### config.mk
export PLATFORM = sky130hd
export DESIGN_NAME = drum_pitch_sweep
export DESIGN_NICKNAME = d
export VERILOG_FILES = /design/src/rtl/drum_pitch_sweep.sv
export SDC_FILE = /design/constraint.sdc
export NUM_CORES = 1
export LEC_CHECK = 0
export ABC_CLOCK_PERIOD_IN_PS = 2800
export CAP_MARGIN = 20
export CORE_MARGIN = 2
export CORE_UTILIZATION = 55
export CTS_CLUSTER_DIAMETER = 200
export DETAILED_ROUTE_END_ITERATION = 7
export PLACE_DENSITY = 0.8
export SLEW_MARGIN = 10
export SYNTH_ARGS = -nofsm -noshare
export SYNTH_HDL_FRONTEND = slang
export SYNTH_SLANG_ARGS = --single-unit
### constraint.sdc
create_clock -name mclk -period 2.8 [get_ports mclk]
set_input_delay 0.56 -clock mclk [delete_from_list [all_inputs] [get_ports mclk]]
set_output_delay 0.56 -clock mclk [all_outputs]
set_load 0.1 [all_outputs]
### src/rtl/drum_pitch_sweep.sv
// Pitch-envelope generator for the one-shot drum voices.
// On a rising trig it sweeps p_frequency from base up to peak one code at a time, then back
// down to base. Each step waits a programmable number of mclk cycles. While idle, the output
// follows the live base_freq input.
module drum_pitch_sweep #(
    parameter int unsigned FREQ_RES_BITS = 8,
    parameter int unsigned STEP_DIV_BITS = 16
) (
    input  logic                     mclk,
    input  logic                     rst,
    input  logic                     trig,
    input  logic [FREQ_RES_BITS-1:0] base_freq,
    input  logic [FREQ_RES_BITS-1:0] peak_freq,
    input  logic [STEP_DIV_BITS-1:0] rise_div,
    input  logic [STEP_DIV_BITS-1:0] fall_div,
    output logic [FREQ_RES_BITS-1:0] p_frequency,
    output logic                     active,
    output logic                     done
);

    typedef enum logic [1:0] {
        StIdle,
        StRise,
        StFall
    } state_t;

    state_t                   state;
    logic                     trig_q;
    logic [STEP_DIV_BITS-1:0] cnt;

    // Sweep parameters captured at the trigger, so the knobs can move mid-sweep safely
    logic [FREQ_RES_BITS-1:0] base_q;
    logic [FREQ_RES_BITS-1:0] peak_q;
    logic [STEP_DIV_BITS-1:0] rise_div_q;
    logic [STEP_DIV_BITS-1:0] fall_div_q;

    logic trig_rise;

    // Edge detect on the level trigger; a held trig yields one sweep only
    always_comb begin
        trig_rise = trig & ~trig_q;
    end

    // Sweep FSM with registered outputs; a new trigger preempts every state, including the
    // completion cycle, so a retrigger never emits a done pulse
    always_ff @(posedge mclk) begin
        if (rst) begin
            state       <= StIdle;
            trig_q      <= 1'b0;
            cnt         <= '0;
            base_q      <= '0;
            peak_q      <= '0;
            rise_div_q  <= '0;
            fall_div_q  <= '0;
            p_frequency <= '0;
            active      <= 1'b0;
            done        <= 1'b0;
        end else begin
            trig_q <= trig;
            done   <= 1'b0;
            if (trig_rise) begin
                base_q      <= base_freq;
                peak_q      <= peak_freq;
                rise_div_q  <= rise_div;
                fall_div_q  <= fall_div;
                p_frequency <= base_freq;
                cnt         <= '0;
                state       <= StRise;
                active      <= 1'b1;
            end else begin
                unique case (state)
                    StIdle: begin
                        p_frequency <= base_freq;
                        active      <= 1'b0;
                    end
                    StRise: begin
                        // Compare with >= so peak <= base drops straight into FALL
                        if (p_frequency >= peak_q) begin
                            state <= StFall;
                            cnt   <= '0;
                        end else if (cnt == rise_div_q) begin
                            p_frequency <= p_frequency + FREQ_RES_BITS'(1);
                            cnt         <= '0;
                        end else begin
                            cnt <= cnt + STEP_DIV_BITS'(1);
                        end
                    end
                    StFall: begin
                        if (p_frequency <= base_q) begin
                            state  <= StIdle;
                            active <= 1'b0;
                            done   <= 1'b1;
                        end else if (cnt == fall_div_q) begin
                            p_frequency <= p_frequency - FREQ_RES_BITS'(1);
                            cnt         <= '0;
                        end else begin
                            cnt <= cnt + STEP_DIV_BITS'(1);
                        end
                    end
                    default: begin
                        state  <= StIdle;
                        active <= 1'b0;
                    end
                endcase
            end
        end
    end

endmodule

# After elaboration in Yosys (flattened, before gate mapping)
# Index checks and enable logic that the tools add are counted.
# word_totals
register_bits	77
inputBits	51
elab_cells	64
# op_classes
n_addsub	3
n_lt_le_gt_ge	2
n_eq_ne	15
muxes	19
n_bitwise	4
reduce_logical	10
# ops
cell	n
$mux W16	4
$mux W8	5
$eq A16 B16 Y1	2
$pmux W16 S2	1
$pmux W8 S3	1
$ne A3 B3 Y1 const B	6
$add A16 B1 Y16 const B	1
$ne A2 B2 Y1 const B	5
$add A8 B1 Y8 const B	1
$ge A8 B8 Y1	1
$le A8 B8 Y1	1
$sub A8 B1 Y8 const B	1
$pmux W2 S3	1
$reduce_and A3 Y1	2
$reduce_and A5 Y1	1
$mux W1	4
$mux W2	2
$reduce_and A2 Y1	2
$reduce_bool A4 Y1	1
$not A1 Y1	3
$reduce_or A3 Y1	1
$eq A2 B1 Y1 const B	1
$eq A2 B2 Y1 const B	1
$logic_not A2 Y1	1
4 further kinds	4

# Depth between registers and ports, before layout
# Gate-level depths: netlist of the first run.
# logic_depth
depth_word	5
mapped_depth	11

# Least setup slack after synthesis of the first run
# OpenSTA, ideal clock, no wires.
# synth_path
kind	reg2reg
startpoint	register p_frequency[0]
endpoint	register p_frequency[1]
setup_ns	0.121
arrival_time_ns	3.005
path_slack_ns	-0.326
path_stages_with_launch	9
path_cell_list	dfxtp_1 > inv_1 > ha_1 > nand2b_1 > a211o_1 > and3_1 > o311ai_4 > o31ai_4 > mux2_4
# synth_via
elab_chain_cells	5
# synth_lines
element	line_no	text
start: declaration	16	output logic [FREQ_RES_BITS-1:0] p_frequency,
start signal: assignment	66	p_frequency <= base_freq;
start signal: assignment	73	p_frequency <= base_freq;
start signal: assignment	82	p_frequency <= p_frequency + FREQ_RES_BITS'(1);
$sub A8 B1 Y8 or $add A8 B1 Y8 (tied branches)	94, 82	
$mux W8 (on tied branches)	93, 81	
$mux W8 (on tied branches)	89, 78	
$pmux W8 S3	71	unique case (state)
$mux W8	61	if (trig_rise) begin
# Several ways; a longest one is shown, not always the timed one. The select of a mux whose other input is x is not followed.
# A chain may end at the register's enable or synchronous reset.

# Final worst setup path of the first run
# layout_path
startpoint	register p_frequency[0]
endpoint	register p_frequency[2]
# Same word-level chain as after synthesis.

==> results of run 1 <==
==> state kept, by name, summed over array words and instances (netlist names) <==
register and cells:
base_q 8, active 1, peak_q 8, done 1, fall_div_q 16, cnt 16, trig_q 1, rise_div_q 16
p_frequency 8, state 2
==> power breakdown <==
part           leakage, nW  switching (W)  internal, W
sequential           0.633      0.0000693      0.00116
clock                0.106       0.000429     0.000506
combinational         1.40       0.000581     0.000340
==> cell usage after synthesis (all sizes together), types with 3 or more instances <==
cell type,count,area share (%)
clkbuf,30,2.4
nand2,127,10
a21oi,64,6.9
nor4,5,0.68
ha,26,7.0
and2,4,0.54
xnor2,17,5.0
a21o,4,0.65
inv,27,2.2
o31ai,6,1.3
nor3,7,0.76
and4,4,0.76
a32oi,3,0.57
nand4b,3,0.57
buf,12,2.1
nor2b,10,1.4
a211oi,5,0.81
a31oi,11,1.5
and3,5,0.68
o21ai,11,1.2
nand4,34,4.6
dfxtp,77,33
nand3,10,1.1
mux2,5,1.6
nor2,22,1.8
xor2,17,3.2
o21a,4,0.65
==> per-layer routing <==
layer / routed length (um) / vias to the layer above / track usage (%)
met5: 0 / - / 0
met4: 390 / 0 / 12.7
met3: 822 / 31 / 5.38
met2: 5790 / 184 / 45.5
met1: 4830 / 2001 / 31.4
li1: - / 2098 / -
==> logic make-up (layout without fill, tap and decap cells) <==
kind of cell	after synthesis	in the layout	share of synthesized area, %
AOI/OAI and AO/OA	125	125	17.8
xor gates and xnor gates	34	34	8.24
adders and majority gates	27	27	7.48
buffers and inverters	69	114	6.75
DFF	77	77	33.4
muxes	7	7	2.06
and+or+nand+nor	238	238	24.3
==> placed cells by master, fill, tap and decap left out, types with 2 or more instances in the layout <==
master	instances
inv_1	27
buf_4	21
o21ai_0	11
mux2_4	5
and4_1	4
a21o_1	4
nand4b_1	3
clkbuf_8	9
and3_1	5
mux2i_1	2
o311a_1	2
a211o_1	2
nor2_1	22
a21oi_1	64
nor4_1	5
a31oi_1	11
o31ai_1	5
clkdlybuf4s50_1	49
bufinv_16	2
xnor2_4	4
a32oi_1	3
a211oi_1	5
xnor2_1	12
nand4_1	34
clkinvlp_4	2
nor3_1	7
nand3_1	10
ha_1	26
nand2_1	127
nor2b_1	9
dfxtp_2	8
xor2_1	17
o21a_1	4
and2_1	3
dfxtp_1	69
inv_6	2
==> how the worst max path moves through the flow <==
stage / start / to / slack, ns / cells past startpoint
finish: p_frequency[0]$_SDFFE_PP0P_ / p_frequency[2]$_SDFFE_PP0P_ / 0.25 / 8
global route: base_q[1]$_SDFFE_PP0P_ / p_frequency[2]$_SDFFE_PP0P_ / 0.10 / 8
CTS: p_frequency[1]$_SDFFE_PP0P_ / p_frequency[2]$_SDFFE_PP0P_ / 0.27 / 7
detailed placement: p_frequency[1]$_SDFFE_PP0P_ / p_frequency[2]$_SDFFE_PP0P_ / 0.28 / 7
global placement: base_q[1]$_SDFFE_PP0P_ / p_frequency[2]$_SDFFE_PP0P_ / 0.35 / 8
floorplan: p_frequency[0]$_SDFFE_PP0P_ / p_frequency[1]$_SDFFE_PP0P_ / 0.06 / 8
==> critical path: stages, from the launching register on <==
cell and delay (ns):
dfxtp_2 0.38, inv_1 0.12, ha_1 0.31, nand2b_1 0.15, a211o_1 0.33, and3_1 0.23, o311ai_4 0.36, o31ai_4 0.22
mux2_4 0.34
==> through the flow <==
| stage | hold WS, ns | power (W) | cells | util (%) |
|---|---|---|---|---|
| after floorplan | 0.436 | 0.00189 | 577 | - |
| after CTS | 0.458 | 0.00309 | 727 | 66.4 |
| after global placement | 0.442 | 0.00212 | 711 | 63.7 |
| after detailed placement | 0.447 | 0.00216 | 711 | 63.7 |
| final | 0.460 | 0.00309 | 727 | 66.4 |
| after global routing | 0.486 | 0.00322 | 727 | 66.4 |
==> cell type report <==
class	count	area [um^2]	share of cell area, %
Clock buffer	9	124	2.28
Inverter	27	101	1.87
Tap cell	105	131	2.42
Multi-Input combinational cell	431	2770	51.0
Clock inverter	7	97.6	1.80
Sequential cell	77	1550	28.6
Timing Repair Buffer	71	653	12.0
==> results.py, run 1 <==
metrics = {
    "status": {
        "status": "finished, final reports clean",
    },
    "setup_path": {
        "rr_startpoint": "p_frequency[0]$_SDFFE_PP0P_",
        "start_kind": "register",
        "critPathMaxFanout": 7,
        "critPathKind": "register to register",
        "reg2reg_slack_ns": 0.25,
        "crit_required_ns": 3.05,
        "timing.rr.end": "p_frequency[2]$_SDFFE_PP0P_",
        "worstPathArrival_ns": 2.80,
        "ff2ff_path_depth": 8,
        "endpoint_kind": "register",
    },
    "route": {
        "wirelength_mm": 11.8,
        "vias": 4314,
        "post_drt_wl_per_cell_um": 16.3,
        "vias_per_cell": 5.93,
        "ant_nets": 0,
        "firstDrtPassIters": 5,
        "post-route-drc-count": 0,
        "drt_iter0_drc": 243,
    },
    "timing": {
        "worst_slack_ns": 0.249,
        "max-slew-margin-rel_pct": 57.1,
        "clock_skew_ns": 0.00806,
        "finalCriticalPeriod_ns": 2.55,
        "setup-violations-final": 0,
        "worst_slew_pin_slew_ns": 0.643,
        "grt_setup_unrepaired": "no",
        "finalMaxSlewViolations": 0,
        "fmax_ghz": 0.392,
        "setup-tns-final_ns": 0,
        "finalCritPeriodShare_pct": 91.1,
        "hold_viol_final": 0,
    },
    "logic_synthesis": {
        "ys_warn_count": 0,
        "seq_area_frac_synth_pct": 33.4,
        "async_flop_share_pct": 0,
        "synth_edf_count": 0,
        "ys_types": 57,
        "synth_cells": 577,
        "synth_area_um2": 4610,
        "ys_ff_latch": 77,
        "avgSynthCellArea_um2": 8.00,
        "synth_top_flop_cell": "dfxtp_1",
        "synth_nets": 655,
    },
    "layout": {
        "layout-drive-gt1-share_pct": 10.6,
        "nFillCells": 685,
        "synthToLayoutAreaGrowth_pct": 17.7,
        "layout.nets": 695,
        "antenna_cells": 0,
        "finalInstanceArea_um2": 5430,
    },
    "die": {
        "die-height_um": 95.6,
        "die_x_um": 95.6,
        "fp.dieArea_um2": 9140,
        "design.core.area_um2": 8180,
        "num_rows": 33,
        "boundaryPins": 61,
        "initial_core_util_pct": 56.4,
    },
    "clock_tree": {
        "cts_setup_buffers": 0,
        "cts.sinks": 77,
        "htreeDepth": 3,
        "hold_buffers": 0,
        "root_buffer": "clkbuf_8",
        "insertion_delay_ns": 0.36,
        "cts_buffers": 9,
        "ctsLongestPathBuffers": 2,
        "clk_pin_slew_worst_paths_ns": 0.08,
        "ctsResizeCount": 0,
        "tritoncts": "yes",
    },
    "place": {
        "dp_slack_ns": 0.284,
        "port_buffers": 60,
        "placed_area_um2": 5210,
        "hpwl_mm": 8.75,
        "gp_congestion": 0.948,
    },
    "hold_path": {
        "min-delay-start": "base_q[6]$_SDFFE_PP0P_",
        "whs_endpoint": "base_q[6]$_SDFFE_PP0P_",
        "min_path_type": "register to register",
        "holdPathStages": 2,
    },
    "global_route": {
        "grt_overflow_total": 0,
        "groute.usage.overall_pct": 26.5,
        "grt_first_pass_wirelength_mm": 18.8,
        "antenna_found_initial": 0,
        "grt_max_degree": 63,
        "grt_pass1_vias": 4052,
    },
    "power_and_ir_drop": {
        "p_per_area_nw_per_um2": 568,
        "worst_ir_drop_vdd_v": 0.000318,
        "p_leak_nw": 2.14,
    },
    "flow_run": {
        "drv_cap": 0,
    },
}
Note: power is estimated with default switching activity, not from simulation.
==> run 2, diff against run 1 <==
--- a/config.mk
+++ b/config.mk
@@ -5,13 +5,14 @@
 export SDC_FILE = /design/constraint.sdc
 export NUM_CORES = 1
 export LEC_CHECK = 0
-export ABC_CLOCK_PERIOD_IN_PS = 2800
+export ABC_CLOCK_PERIOD_IN_PS = 2600
 export CAP_MARGIN = 20
 export CORE_MARGIN = 2
 export CORE_UTILIZATION = 55
 export CTS_CLUSTER_DIAMETER = 200
 export DETAILED_ROUTE_END_ITERATION = 7
 export PLACE_DENSITY = 0.8
+export SETUP_SLACK_MARGIN = 0.05
 export SLEW_MARGIN = 10
 export SYNTH_ARGS = -nofsm -noshare
 export SYNTH_HDL_FRONTEND = slang
==> constraint.sdc (replaced) <==
create_clock -name mclk -period 2.6 [get_ports mclk]
set_input_delay 0.52 -clock mclk [delete_from_list [all_inputs] [get_ports mclk]]
set_output_delay 0.52 -clock mclk [all_outputs]
set_load 0.1 [all_outputs]
==> run 2 against run 1 <==
Net effect:
- hold slack gained 0.00090 ns
- highest routed layer unchanged
- die area is the same
- clock power grew 4.4%
- first-iteration DRC count grew 8.2%
- fmax grew 3.5%
- largest cell class unchanged
- clock skew grew 0.0037 ns
- combinational power grew 9.7%
- power grew 7.2%
- cell count grew 1.2%
- setup slack lost 0.11 ns
==> results.py, run 2 (synthesized netlist as in run 1, its figures left out) <==
metrics = {
    "setup_path": {
        "critPathKind": "register to register",
        "ff2ff_path_depth": 7,
        "worstSetupStartpoint": "p_frequency[6]$_SDFFE_PP0P_",
        "critPathMaxFanout": 7,
        "crit_required_ns": 2.86,
        "worst_setup_path_endpoint": "p_frequency[7]$_SDFFE_PP0P_",
        "worstPathArrival_ns": 2.72,
        "rr_startpoint": "p_frequency[6]$_SDFFE_PP0P_",
        "start_kind": "register",
        "timing.rr.end": "p_frequency[7]$_SDFFE_PP0P_",
        "endpoint_kind": "register",
        "reg2reg_slack_ns": 0.14,
    },
    "layout": {
        "final_common_cell": "nand2_1",
        "synthToLayoutAreaGrowth_pct": 19.5,
        "most-common-layout-cells": "nand2_1 (127), dfxtp_1 (69), a21oi_1 (64)",
        "top_regs": "cnt x16, fall_div_q x16, rise_div_q x16",
        "finalInstanceArea_um2": 5510,
        "antenna_cells": 0,
        "layout-drive-gt1-share_pct": 11.9,
        "nFillCells": 695,
        "layout.nets": 704,
    },
    "timing": {
        "worst_slack_ns": 0.135,
        "finalMaxSlewViolations": 0,
        "finalCriticalPeriod_ns": 2.46,
        "worst_slew_pin_slew_ns": 0.635,
        "setup-violations-final": 0,
        "finalCritPeriodShare_pct": 94.8,
        "fmax_ghz": 0.406,
        "grt_setup_unrepaired": "no",
        "max-slew-margin-rel_pct": 57.7,
        "clock_skew_ns": 0.0117,
        "setup-tns-final_ns": 0,
        "hold_viol_final": 0,
    },
    "place": {
        "hpwl_mm": 8.62,
        "placed_area_um2": 5300,
        "dp_slack_ns": 0.0594,
        "gp_congestion": 0.929,
        "port_buffers": 60,
    },
    "route": {
        "wirelength_mm": 11.8,
        "vias_per_cell": 5.78,
        "drt_iter0_drc": 263,
        "post_drt_wl_per_cell_um": 16.0,
        "post-route-drc-count": 0,
        "ant_nets": 0,
        "vias": 4253,
        "firstDrtPassIters": 5,
    },
    "die": {
        "num_rows": 33,
        "design.core.area_um2": 8180,
        "boundaryPins": 61,
        "die-height_um": 95.6,
        "initial_core_util_pct": 56.4,
        "fp.dieArea_um2": 9140,
        "die_x_um": 95.6,
    },
    "clock_tree": {
        "htreeDepth": 3,
        "clk_pin_slew_worst_paths_ns": 0.09,
        "root_buffer": "clkbuf_8",
        "cts_buffers": 9,
        "ctsLongestPathBuffers": 2,
        "tritoncts": "yes",
        "cts.sinks": 77,
        "cts_setup_buffers": 0,
        "insertion_delay_ns": 0.36,
    },
    "power_and_ir_drop": {
        "p_sw_w": 0.00116,
        "combPwrFrac_pct": 30.5,
        "p_leak_nw": 2.18,
        "switching_share_pct": 35.1,
        "worst_ir_drop_vdd_v": 0.000304,
        "clkPwrFrac_pct": 29.5,
        "pwr-share-seq_pct": 40.1,
        "p_per_area_nw_per_um2": 600,
        "internal_power_w": 0.00215,
    },
    "global_route": {
        "grt_max_degree": 63,
        "groute.usage.overall_pct": 26.5,
        "grt_pass1_vias": 3918,
        "grt_overflow_total": 0,
        "antenna_found_initial": 0,
        "grt_first_pass_wirelength_mm": 18.6,
    },
    "status": {
        "status": "finished, final reports clean",
    },
    "flow_run": {
        "drv_cap": 0,
    },
    "hold_path": {
        "min_path_type": "register to register",
    },
}
-- run 2: cell types whose count changed in the layout (fill, tap and decap cells not counted), sizes merged --
cell / delta
buf: +9
clkbuf: +3
inv: -2
bufinv: -1
clkinv: +1
clkinvlp: -1
-- run 2: per-stage QoR --
step | hold slack (ns) | cells | total power, W | utilization [%]
floorplan | 0.436 | 577 | 0.00203 | -
global route | 0.489 | 736 | 0.00345 | 67.4
detailed placement | 0.451 | 720 | 0.00234 | 64.8
finish | 0.461 | 736 | 0.00331 | 67.4
CTS | 0.463 | 736 | 0.00331 | 67.4
global placement | 0.444 | 720 | 0.00232 | 64.8
-- run 2: area by class of cell --
| class | instances | area (um^2) | share of cell area, % |
|---|---|---|---|
| clock buffers | 12 | 156 | 2.84 |
| clock inverters | 4 | 55.1 | 0.999 |
| inverters | 27 | 101 | 1.84 |
| multi-input cells | 431 | 2770 | 50.3 |
| flip-flops and latches | 77 | 1560 | 28.3 |
| well taps | 105 | 131 | 2.38 |
| repair buffers | 80 | 733 | 13.3 |
-- run 2: critical path, stage by stage (launching register included) --
cell and delay, ns:
dfxtp_4 0.38, ha_1 0.32, and4_1 0.26, a221o_1 0.43
o311ai_4 0.35, o31ai_4 0.11, buf_4 0.20, mux2_4 0.30
-- run 2: worst min path at each step --
| stage | from | end | slack, ns | cells past startpoint |
|---|---|---|---|---|
| after floorplan | base_q[1]$_SDFFE_PP0P_ | base_q[1]$_SDFFE_PP0P_ | 0.44 | 2 |
| final | peak_q[2]$_SDFFE_PP0P_ | peak_q[2]$_SDFFE_PP0P_ | 0.46 | 2 |
| after CTS | peak_q[2]$_SDFFE_PP0P_ | peak_q[2]$_SDFFE_PP0P_ | 0.46 | 2 |
| after global routing | base_q[6]$_SDFFE_PP0P_ | base_q[6]$_SDFFE_PP0P_ | 0.49 | 2 |
| after detailed placement | peak_q[2]$_SDFFE_PP0P_ | peak_q[2]$_SDFFE_PP0P_ | 0.45 | 2 |
| after global placement | base_q[7]$_SDFFE_PP0P_ | base_q[7]$_SDFFE_PP0P_ | 0.44 | 2 |
-- run 2: power by group through the flow --
stage | Clock (W) | Sequential [W] | Combinational (W)
6_report | 0.000976 | 0.00133 | 0.00101
4_1_cts | 0.000989 | 0.00132 | 0.000996
5_1_grt | 0.00104 | 0.00133 | 0.00108
3_3_place_gp | 0 | 0.00135 | 0.000967
3_5_place_dp | 0 | 0.00135 | 0.000989
2_1_floorplan | 0 | 0.00148 | 0.000558
-- run 2: metal layers --
layer | up-vias | GRT usage (%) | routed length [um]
met3 | 25 | 3.40 | 586
met1 | 1987 | 33.0 | 5140
met2 | 138 | 45.5 | 5700
li1 | 2103 | - | -
met4 | 0 | 11.7 | 354
met5 | - | 0 | 0
-- run 2: repair_timing --
action,4_1_cts,5_1_grt
hold buffers,0,0
hold endpoints to repair,0,0
gates resized for setup,0,2
setup endpoints to repair,0,6
==> run 3, diff against run 2 <==
--- a/config.mk
+++ b/config.mk
@@ -9,8 +9,9 @@
 export CAP_MARGIN = 20
 export CORE_MARGIN = 2
 export CORE_UTILIZATION = 55
-export CTS_CLUSTER_DIAMETER = 200
+export CTS_CLUSTER_DIAMETER = 120
 export DETAILED_ROUTE_END_ITERATION = 7
+export GPL_TIMING_DRIVEN = 0
 export PLACE_DENSITY = 0.8
 export SETUP_SLACK_MARGIN = 0.05
 export SLEW_MARGIN = 10
==> run 3 against run 2 <==
Net effect:
- largest cell class unchanged
- critical endpoint is now p_frequency[6]$_SDFFE_PP0P_
- count of clock-buffer cells in the layout fell by 2
- via count rose by 5.5%
- clock power fell by 2%
- hold slack improved by 0.0075 ns
==> results.py, run 3 (synthesized netlist as in run 1, its figures left out) <==
metrics = {
    "timing": {
        "fmax_ghz": 0.399,
        "worst_slack_ns": 0.0931,
        "clock_skew_ns": 0.00778,
        "setup-violations-final": 0,
        "grt_setup_unrepaired": "yes",
        "finalCritPeriodShare_pct": 96.4,
        "worst_hold_slack_ns": 0.468,
        "max-slew-margin-rel_pct": 35.6,
        "worst_slew_pin_slew_ns": 0.964,
        "finalCriticalPeriod_ns": 2.51,
        "hold_viol_final": 0,
        "finalMaxSlewViolations": 0,
    },
    "global_route": {
        "groute.usage.overall_pct": 28.7,
        "grt_overflow_total": 0,
        "antenna_found_initial": 0,
        "grt_first_pass_wirelength_mm": 20.1,
        "grt_max_degree": 15,
        "grt_pass1_vias": 4138,
    },
    "place": {
        "port_buffers": 59,
        "placed_area_um2": 5360,
        "hpwl_mm": 9.48,
        "gp_congestion": 0.909,
        "dp_cells": 741,
        "dp_slack_ns": -0.365,
    },
    "die": {
        "fp.dieArea_um2": 9140,
        "die-height_um": 95.6,
        "die_x_um": 95.6,
        "num_rows": 33,
        "boundaryPins": 61,
        "initial_core_util_pct": 56.4,
        "design.core.area_um2": 8180,
    },
    "power_and_ir_drop": {
        "worst_ir_drop_vdd_v": 0.000263,
        "p_per_area_nw_per_um2": 590,
        "p_leak_nw": 2.18,
    },
    "layout": {
        "layout.nets": 728,
        "layout-drive-gt1-share_pct": 10.2,
        "synthToLayoutAreaGrowth_pct": 22.0,
        "finalInstanceArea_um2": 5630,
        "finalNonFillerCells": 760,
        "most-common-layout-cells": "nand2_1 (127), dfxtp_1 (69), a21oi_1 (63)",
        "final_common_cell": "nand2_1",
        "nFillCells": 682,
        "top_regs": "cnt x16, fall_div_q x16, rise_div_q x16",
        "antenna_cells": 0,
    },
    "setup_path": {
        "critPathTopFamily": "compound AO/OA/AOI/OAI gates",
        "start_kind": "register",
        "path_cells": "inv_2 -> ha_4 -> clkbuf_8 -> inv_1 -> fa_1 -> nor2b_2 -> o21a_1 -> o21ai_1 -> a2111oi_2 -> o31ai_1 -> mux2i_1",
        "cp.depth": 11,
        "worstPathArrival_ns": 2.80,
        "endpoint_kind": "register",
        "critPathKind": "register to register",
        "critPathMaxFanout": 10,
        "cp_num_buf_inv": 3,
        "crit_required_ns": 2.89,
        "ff2ff_path_depth": 11,
        "max_stage_delay_ns": 0.42,
        "slowest_stage": "a2111oi_2",
    },
    "clock_tree": {
        "insertion_delay_ns": 0.36,
        "hold_buffers": 0,
        "clk_pin_slew_worst_paths_ns": 0.09,
        "tritoncts": "yes",
        "htreeDepth": 3,
        "ctsLongestPathBuffers": 2,
        "cts.sinks": 77,
        "cts_buffers": 9,
        "root_buffer": "clkbuf_8",
    },
    "route": {
        "post_drt_wl_per_cell_um": 16.7,
        "wirelength_mm": 12.7,
        "ant_nets": 0,
        "vias": 4487,
        "vias_per_cell": 5.90,
        "post-route-drc-count": 0,
        "drt_iter0_drc": 265,
        "firstDrtPassIters": 5,
    },
    "status": {
        "status": "finished, final reports clean",
    },
    "hold_path": {
        "holdPathStages": 2,
        "min_path_type": "register to register",
    },
    "flow_run": {
        "drv_cap": 0,
    },
}
run 3: changes by cell type in the layout (fill, tap and decap cells not counted), moves of 5 or more:
| cell | previous run | this run |
|---|---|---|
| buf_4 | 29 | 4 |
| buf_6 | 0 | 6 |
| clkbuf_1 | 2 | 24 |
| clkbuf_2 | 0 | 5 |
| clkdlybuf4s50_1 | 49 | 59 |
run 3: timing repair:
item | in CTS | in global routing
buffers inserted | 3 | 0
cloned | 0 | 0
endpoints found under the setup margin | 16 | 22
pin swaps | 2 | 1
gates resized for setup | 8 | 14
run 3: routing by layer:
layer	track usage [%]	wire length (um)	part of all wire (%)
met1	35.8	5510	44
met2	50.3	6170	49
met3	4.51	700	5.5
met4	9.29	282	2.2
met5	0	0	0
run 3: power by group:
part | switching (W) | internal, W | total, W | leakage [nW]
sequential | 0.0000765 | 0.00125 | 0.00133 | 0.634
combinational | 0.000645 | 0.000390 | 0.00103 | 1.45
clock | 0.000485 | 0.000476 | 0.000961 | 0.0991
total | 0.00121 | 0.00212 | 0.00332 | 2.18
run 3: area by class of cell:
type	count	area [um^2]	area share, %
Sequential cell	77	1560	27.7
Inverter	27	101	1.80
Buffer	42	226	4.02
Clock inverter	6	71.3	1.27
Clock buffer	10	138	2.44
Timing Repair Buffer	62	613	10.9
Multi-Input combinational cell	431	2790	49.5
Tap cell	105	131	2.33
run 3: through the flow:
step	setup TNS [ns]	power [W]	util (%)
6_report	0	0.00332	68.9
5_1_grt	-0.00890	0.00346	68.9
4_1_cts	0	0.00329	68.7
3_5_place_dp	-2.03	0.00234	65.5
3_3_place_gp	-0.351	0.00231	65.5
2_1_floorplan	0	0.00203	-
run 3: path summary, 6_finish.rpt:
check / start / to / slack [ns]
hold / removal: rise_div_q[2]$_SDFFE_PP0P_ / rise_div_q[2]$_SDFFE_PP0P_ / 0.47
setup / recovery: state[0]$_SDFFE_PP0P_ / p_frequency[6]$_SDFFE_PP0P_ / 0.09
setup reg to reg: state[0]$_SDFFE_PP0P_ / p_frequency[6]$_SDFFE_PP0P_ / 0.09
hold reg to reg: rise_div_q[2]$_SDFFE_PP0P_ / rise_div_q[2]$_SDFFE_PP0P_ / 0.47
run 3: worst register-to-register path, stage by stage (launching register included):
cell and delay [ns]:
dfxtp_1 0.36, inv_2 0.10, ha_4 0.20, clkbuf_8 0.18, inv_1 0.08, fa_1 0.40, nor2b_2 0.14, o21a_1 0.15
o21ai_1 0.12, a2111oi_2 0.42, o31ai_1 0.15, mux2i_1 0.13
